$ cat config.mk
export PLATFORM = sky130hd
export DESIGN_NAME = bcd_conv_arbiter
export DESIGN_NICKNAME = d
export VERILOG_FILES = /design/src/rtl/bcd_conv_arbiter.sv
export SDC_FILE = /design/constraint.sdc
export NUM_CORES = 1
export LEC_CHECK = 0
export CAP_MARGIN = 5
export CORE_MARGIN = 2
export CORE_UTILIZATION = 46
export DETAILED_ROUTE_END_ITERATION = 16
export PLACE_DENSITY_LB_ADDON = 0.25
export SYNTH_ARGS = -nofsm -noshare
export SYNTH_HDL_FRONTEND = slang
export SYNTH_SLANG_ARGS = --single-unit
$ cat constraint.sdc
create_clock -name CLK -period 5.8 [get_ports CLK]
set_input_delay 0.58 -clock CLK [delete_from_list [all_inputs] [get_ports CLK]]
set_output_delay 0.58 -clock CLK [all_outputs]
set_load 0.1 [all_outputs]
$ cat src/rtl/bcd_conv_arbiter.sv
// bcd_conv_arbiter: shares one serial 16-bit binary-to-BCD converter between
// NREQ requesters. Grants rotate round-robin, the converter handshake is
// sequenced by a four-state FSM, and a watchdog aborts a stuck conversion.
module bcd_conv_arbiter #(
  parameter  int NREQ    = 4,
  parameter  int TIMEOUT = 31,
  localparam int IW      = $clog2(NREQ)
) (
  input  logic               CLK,
  input  logic               RST,
  input  logic [NREQ-1:0]    req,
  input  logic [16*NREQ-1:0] bin,
  output logic [NREQ-1:0]    ack,
  output logic [NREQ-1:0]    done,
  output logic [NREQ-1:0]    err,
  output logic [19:0]        bcd_out,
  output logic [IW-1:0]      done_id,
  output logic               conv_en,
  output logic [15:0]        conv_bin,
  input  logic               conv_busy,
  input  logic               conv_fin,
  input  logic [3:0]         conv_bcd0,
  input  logic [3:0]         conv_bcd1,
  input  logic [3:0]         conv_bcd2,
  input  logic [3:0]         conv_bcd3,
  input  logic [3:0]         conv_bcd4
);

  typedef enum logic [1:0] {
    S_IDLE  = 2'd0,
    S_ISSUE = 2'd1,
    S_WAIT  = 2'd2,
    S_DONE  = 2'd3
  } state_t;

  state_t        state;
  state_t        state_nxt;
  logic [IW-1:0] rr_ptr;
  logic [IW-1:0] gnt;
  logic [IW-1:0] pick_idx;
  logic [IW-1:0] cand;
  logic          pick_valid;
  logic [7:0]    wdog;
  logic          wdog_expired;

  assign wdog_expired = (wdog == 8'(TIMEOUT));

  // Round-robin search: first requesting index at or above rr_ptr, wrapping.
  always_comb begin
    // NOTE: every variable gets a default before any conditional assignment,
    // so no path leaves a value held and no latch is inferred.
    pick_valid = 1'b0;
    pick_idx   = '0;
    cand       = '0;
    for (int k = 0; k < NREQ; k++) begin
      cand = IW'((int'(rr_ptr) + k) % NREQ);
      if (!pick_valid && req[cand]) begin
        pick_valid = 1'b1;
        pick_idx   = cand;
      end
    end
  end

  // State register.
  always_ff @(posedge CLK or negedge RST) begin
    // NOTE: sequential state uses non-blocking assignments so every register
    // samples pre-edge values regardless of statement order.
    if (!RST) state <= S_IDLE;
    else      state <= state_nxt;
  end

  // Next-state logic.
  always_comb begin
    state_nxt = state;
    case (state)
      S_IDLE:  if (pick_valid) state_nxt = S_ISSUE;
      S_ISSUE: if (!conv_busy) state_nxt = S_WAIT;
      S_WAIT:  if (conv_fin || wdog_expired) state_nxt = S_DONE;
      S_DONE:  state_nxt = S_IDLE;
      default: state_nxt = S_IDLE;
    endcase
  end

  // Converter start is combinational so it drops the same cycle busy rises.
  always_comb begin
    conv_en = (state == S_ISSUE) && !conv_busy;
  end

  // Datapath: grant latch, operand, watchdog, result holding and pulses.
  always_ff @(posedge CLK or negedge RST) begin
    if (!RST) begin
      ack      <= '0;
      done     <= '0;
      err      <= '0;
      bcd_out  <= '0;
      done_id  <= '0;
      conv_bin <= '0;
      rr_ptr   <= '0;
      gnt      <= '0;
      wdog     <= '0;
    end else begin
      ack  <= '0;
      done <= '0;
      err  <= '0;
      case (state)
        S_IDLE: begin
          if (pick_valid) begin
            gnt           <= pick_idx;
            conv_bin      <= bin[{pick_idx, 4'b0000} +: 16];
            ack[pick_idx] <= 1'b1;
          end
        end
        S_ISSUE: begin
          if (!conv_busy) wdog <= '0;
        end
        S_WAIT: begin
          if (conv_fin) begin
            bcd_out   <= {conv_bcd4, conv_bcd3, conv_bcd2, conv_bcd1, conv_bcd0};
            done_id   <= gnt;
            done[gnt] <= 1'b1;
          end else if (wdog_expired) begin
            // Abort: report the requester but keep the previous result.
            done_id  <= gnt;
            err[gnt] <= 1'b1;
          end else begin
            wdog <= wdog + 8'd1;
          end
        end
        S_DONE: begin
          if (gnt == IW'(NREQ - 1)) rr_ptr <= '0;
          else                      rr_ptr <= gnt + 1'b1;
        end
        default: ;
      endcase
    end
  end

endmodule

After elaboration in Yosys (flattened, before gate mapping)
Cells that the tools add are included.

storage, ports and cells
  bits in registers = 64
  bits in latches = 0
  RAM bits = 0
  bits in read-only memories = 0
  input port bits = 92
  output and inout port bits = 51
  logic and storage cells = 91
  memories = 0

cells by class
  add/subtract/negate cells = 5
  multiply operators = 0
  divide/modulo/power cells = 0
  magnitude comparators = 8
  equal/unequal tests = 10
  shift-type cells = 1
  muxes and demuxes = 38
  bitwise logic cells = 0
  reductions and logical operators = 19

operator list
  operator                                                    number
  variable part select 64 x 7 -> 16 bit                       1
  two-way mux 4 bit                                           7
  two-way mux 8 bit                                           3
  two-way mux 2 bit                                           10
  less-than comparator 2 x 3 -> 1 bit, second input constant  6
  case mux 8 bit (2 select lines)                             1
  two-way mux 1 bit                                           10
  inequality test 2 bit, second input constant                5
  adder 8 x 1 -> 8 bit, second input constant                 1
  binary-select mux 1 bit (select 2 bit)                      4
  == test 8 x 5 -> 1 bit, second input constant               1
  case mux 2 bit (4 select lines)                             1
  == test 2 bit, second input constant                        3
  logical AND 1 bit                                           6
  AND reduction 2 bit                                         3
  adder 2 x 1 -> 2 bit, second input constant                 2
  adder 2 bit, second input constant                          2
  demux 1 bit (select 2 bit)                                  2
  >= comparator 2 x 1 -> 1 bit, second input constant         2
  zero test 1 bit                                             4
  AND reduction 4 bit                                         1
  nonzero test 2 bit                                          2
  AND reduction 3 bit                                         1
  == test 2 x 1 -> 1 bit, second input constant               1
  other kinds (2)                                             2

Depth between registers and ports, before layout
  depth after elaboration = 18
  mapped depth = 8
  gate-level depth less buffers = 7

Worst setup path after synthesis
No wires, ideal clock.

  path kind = register to register
  start point = register state[1]
  end point = register wdog[2]
  arrival time = 2.526 ns
  required time = 5.668 ns
  setup slack = 3.142 ns
  stages on the path, launching flop included = 6
  buffers on the path = 0
  path through = dfrtp_1 -> inv_1 -> ha_1 -> nor2b_1 -> nor2b_1 -> nor2_1

on the way
  cells in the longest elaborated chain, start to end = 3

RTL lines
  item                                                                                 RTL line  text
  start: declaration                                                                   36        state_t state;
  start signal: assignment                                                             69        else state <= state_nxt;
  == test 2 bit / == test 2 x 1 -> 1 bit (equally long branches)                       105       case (state)
  inequality test 2 bit (no source line) / nonzero test 2 bit (equally long branches)  --
  AND reduction 4 bit (no source line)                                                 --
  end signal: assignment                                                               126       wdog <= wdog + 8'd1;
  end: declaration                                                                     43        logic [7:0] wdog;

Parallel ways exist; a longest one is shown, timed or not.
A chain may end at the register's enable or synchronous reset.

Worst setup path after layout
  start point = input port req[3]
  end point = register conv_bin[12]

on the way
  cells in the longest elaborated chain, start to end = 13

RTL lines
  item                                                                                 RTL line  text
  start: declaration                                                                   11        input logic [NREQ-1:0] req,
  binary-select mux 1 bit (select 2 bit)                                               57        if (!pick_valid && req[cand]) begin
  two-way mux 1 bit (implied by the code)                                              57
  two-way mux 1 bit                                                                    57
  zero test 1 bit                                                                      57
  logical AND 1 bit                                                                    57
  two-way mux 1 bit                                                                    57
  zero test 1 bit                                                                      57
  logical AND 1 bit                                                                    57
  two-way mux 1 bit                                                                    57
  zero test 1 bit                                                                      57
  logical AND 1 bit                                                                    57
  two-way mux 2 bit / two-way mux 1 bit (equally long branches)                        57
  variable part select 64 x 7 -> 16 bit / AND reduction 2 bit (equally long branches)  --
  end signal: assignment                                                               109       conv_bin <= bin[{pick_idx, 4'b0000} +: 16];
  end: declaration                                                                     19        output logic [15:0] conv_bin,

Parallel ways exist; a longest one is shown, timed or not. The select of a mux whose other input is x is not followed.

==> run summary <==
CTS Root Cell -> clkbuf_8
Die Footprint -> 0.00809 mm^2
Die height -> 90.0 um
Starting Density -> 47.1%
PD cells -> 645 mW/mm^2
Vias in the first global route -> 2,846
Post-CTS setup buffer count -> 0
# diodes -> 0
Initial antenna violation count -> 0
CTS tree -> built
CTS buffer count -> 9
Element type at the critical path end -> flip-flop
Area Overhead vs Synth -> 49.2%
Mapped Cells -> 297
IO Port Bufs -> 142
Mapped cell area -> 0.00340 mm^2
Final TNS setup -> 0 ns
Arr. time, crit path -> 3.16 ns
Final clock skew -> 0.00806 ns
Final period util -> 51.4%
Die W -> 90.0 um
Max clock buf depth -> 2
Slew @ Worst Pin -> 1.02 ns
Seq/Total Area, Yosys -> 47.1%
Hpwl dp -> 5.90 mm
Layout Utilization -> 70.3%
Max cap viols -> 0
Syn_nets -> 398
Total Wirelength -> 8.06 mm
Initial drt markers -> 76
Post-route design area -> 0.00507 mm^2
Most used cell, CP -> a211oi_2
CTS Sinks -> 64
Post-cts resize count -> 0
RSZ-0062 raised after global routing -> no
Post-route ant nets -> 0
Number of enable flip-flop cells after synthesis -> 0
First-pass GRT wire length -> 13.7 mm
Top fanout value on the critical path -> 19
Status -> finished, final reports clean
Worst-path clk slew -> 0.08 ns
Worst hold path class -> primary input to asynchronous set/reset pin
Synth unique cells -> 40
Synth top area cells -> dfrtp_1 47%, a211oi_2 9.6%, mux2_2 7.6%
Relative slew margins -> 32.0%
Total of warnings raised by yosys -> 0
Reg2reg path depth -> 6
Row count -> 31
RePlAce Congestion -> 0.817
CP required -> 5.98 ns
Worst-path cell chain -> clkdlybuf4s50_1 > nor4_1 > nor2b_2 > o221ai_4 > a211oi_2 > a211oi_2
Routed wire per std cell -> 15.0 um
Syn avg cell area -> 11.4 um^2
Worst path slowest cell -> nor2b_2
Leakage -> 0.00211 uW
Reg-to-Reg Start -> state[0]
Fin crit period -> 2.98 ns
Worst VDD drop -> 0.288 mV
# setup viols final -> 0
Largest net degree at the start of global routing -> 65
Pre-antenna DRT Iters -> 4
CP peak stage delay -> 0.75 ns
Most used flip-flop cell after synthesis -> dfrtp_1
Share of post-route cells with drive strength above 1 -> 17.1%
Seq cells post-synth -> 64
Setup crit start kind -> primary input
CTS H-tree depth -> 3
Grt ovf -> 0
Hold Vio Cnt, Final -> 0
Final slew viol count -> 0
DRC -> 0
I/O pin cnt -> 143
Worst-skew pair later-pin latency -> 0.33 ns
Quantity of hold-fixing buffers added after cts -> 0
Yosys top cell by area -> dfrtp_1
Tot GR Track Use -> 21.1%
Yosys top cell area share -> 47.1%
Register-to-register setup slack -> 3.12 ns
DR vias/cell -> 5.12
Fmax -> 336 MHz
Ys async rst share -> 100%
Worst R2R End -> conv_bin[12]
Vias -> 2,752
Final #Nets -> 535
Core box area -> 0.00721 mm^2
Placed instance area -> 0.00483 mm^2
Critical path class -> primary input to flip-flop
cell usage after synthesis (all sizes together) (5+ instances only):
master  number
ha           9
mux2i       17
o21ai        6
a21oi        6
clkbuf       7
inv          7
nand2       26
and2         5
nor3        17
mux2        23
dfrtp       64
a211oi      35
nor2        25
buf         10
xnor2        6
worst max path at each step:
stage	start	slack [ns]	cells after the start	endpoint
floorplan	state[1]	3.14	5	wdog[2]
global placement	req[3]	2.47	6	conv_bin[12]
detailed placement	req[3]	2.47	6	conv_bin[10]
CTS	state[1]	2.82	4	conv_en
global route	req[0]	2.58	6	conv_bin[5]
finish	req[3]	2.82	6	conv_bin[12]
metal layers:
metal	track usage, %	part of all wire [%]
met3	6.62	8.3
met4	6.67	0.87
met1	26.3	42
met2	35.1	49
met5	0	0
layout by cell type (no fill, tap or decap), drive strengths merged, types with 3 or more instances in the layout:
cell type      synthesis  layout
nand2b                 3       3
nor2                  25      25
clkinv                 0       3
dfrtp                 64      64
nor3                  17      17
inv                    7       7
a21oi                  6       6
a22o                   3       3
nor2b                  4       4
mux2i                 17      17
clkbuf                 7       9
xnor2                  6       6
bufinv                 0       3
clkdlybuf4s50          0     141
nand3                  4       4
a211oi                35      35
ha                     9       9
and3                   4       4
mux2                  23      23
nand2                 26      26
o21ai                  6       6
and2                   5       5
worst max-delay path, delay by kind of cell:
family	cells	cell delay, ns
AO/OA/AOI/OAI	3	1.01
buffers and inverters	1	0.66
AND/OR/NAND/NOR	2	0.89
state kept, by name, indices dropped and copies added, names as in the netlist:
register	flops
bcd_out	20
conv_bin	16
rr_ptr	2
err	4
done	4
wdog	8
done_id	2
gnt	2
state	2
ack	4
logic make-up (layout without fill, tap and decap cells):
logic type	Yosys count	count (layout)	share of synthesized area [%]
and+or+nand+nor	96	96	13.7
xor gates and xnor gates	6	6	1.55
DFF	64	64	47.1
AOI/OAI and AO/OA	58	58	17.4
buffers and inverters	24	166	4.34
muxes	40	40	12.6
adders and majority gates	9	9	3.31
metrics by stage:
| stage | std cells | power [uW] | setup slack [ns] | hold slack (ns) |
|---|---|---|---|---|
| floorplan | 297 | 2360 | 3.14 | 0.284 |
| detailed placement | 522 | 2830 | 2.47 | 0.492 |
| global placement | 522 | 2790 | 2.47 | 0.470 |
| finish | 538 | 3270 | 2.82 | 0.416 |
| global route | 538 | 3430 | 2.58 | 0.498 |
| CTS | 538 | 3300 | 2.82 | 0.451 |
layout make-up:
| cell class | count | area, um^2 |
|---|---|---|
| Inverter | 7 | 26.3 |
| Tap cell | 99 | 124 |
| Timing Repair Buffer | 143 | 1420 |
| Fill cell | 553 | 2140 |
| Clock inverter | 7 | 120 |
| Clock buffer | 9 | 124 |
| Sequential cell | 64 | 1600 |
| Multi-Input combinational cell | 209 | 1650 |
report_power, final:
| part | switching [uW] | total [uW] | internal, uW |
|---|---|---|---|
| Combinational | 1510 | 2080 | 567 |
| Sequential | 106 | 728 | 622 |
| Clock | 178 | 464 | 286 |
| Total | 1800 | 3270 | 1480 |
(Power assumes the default switching activity.)
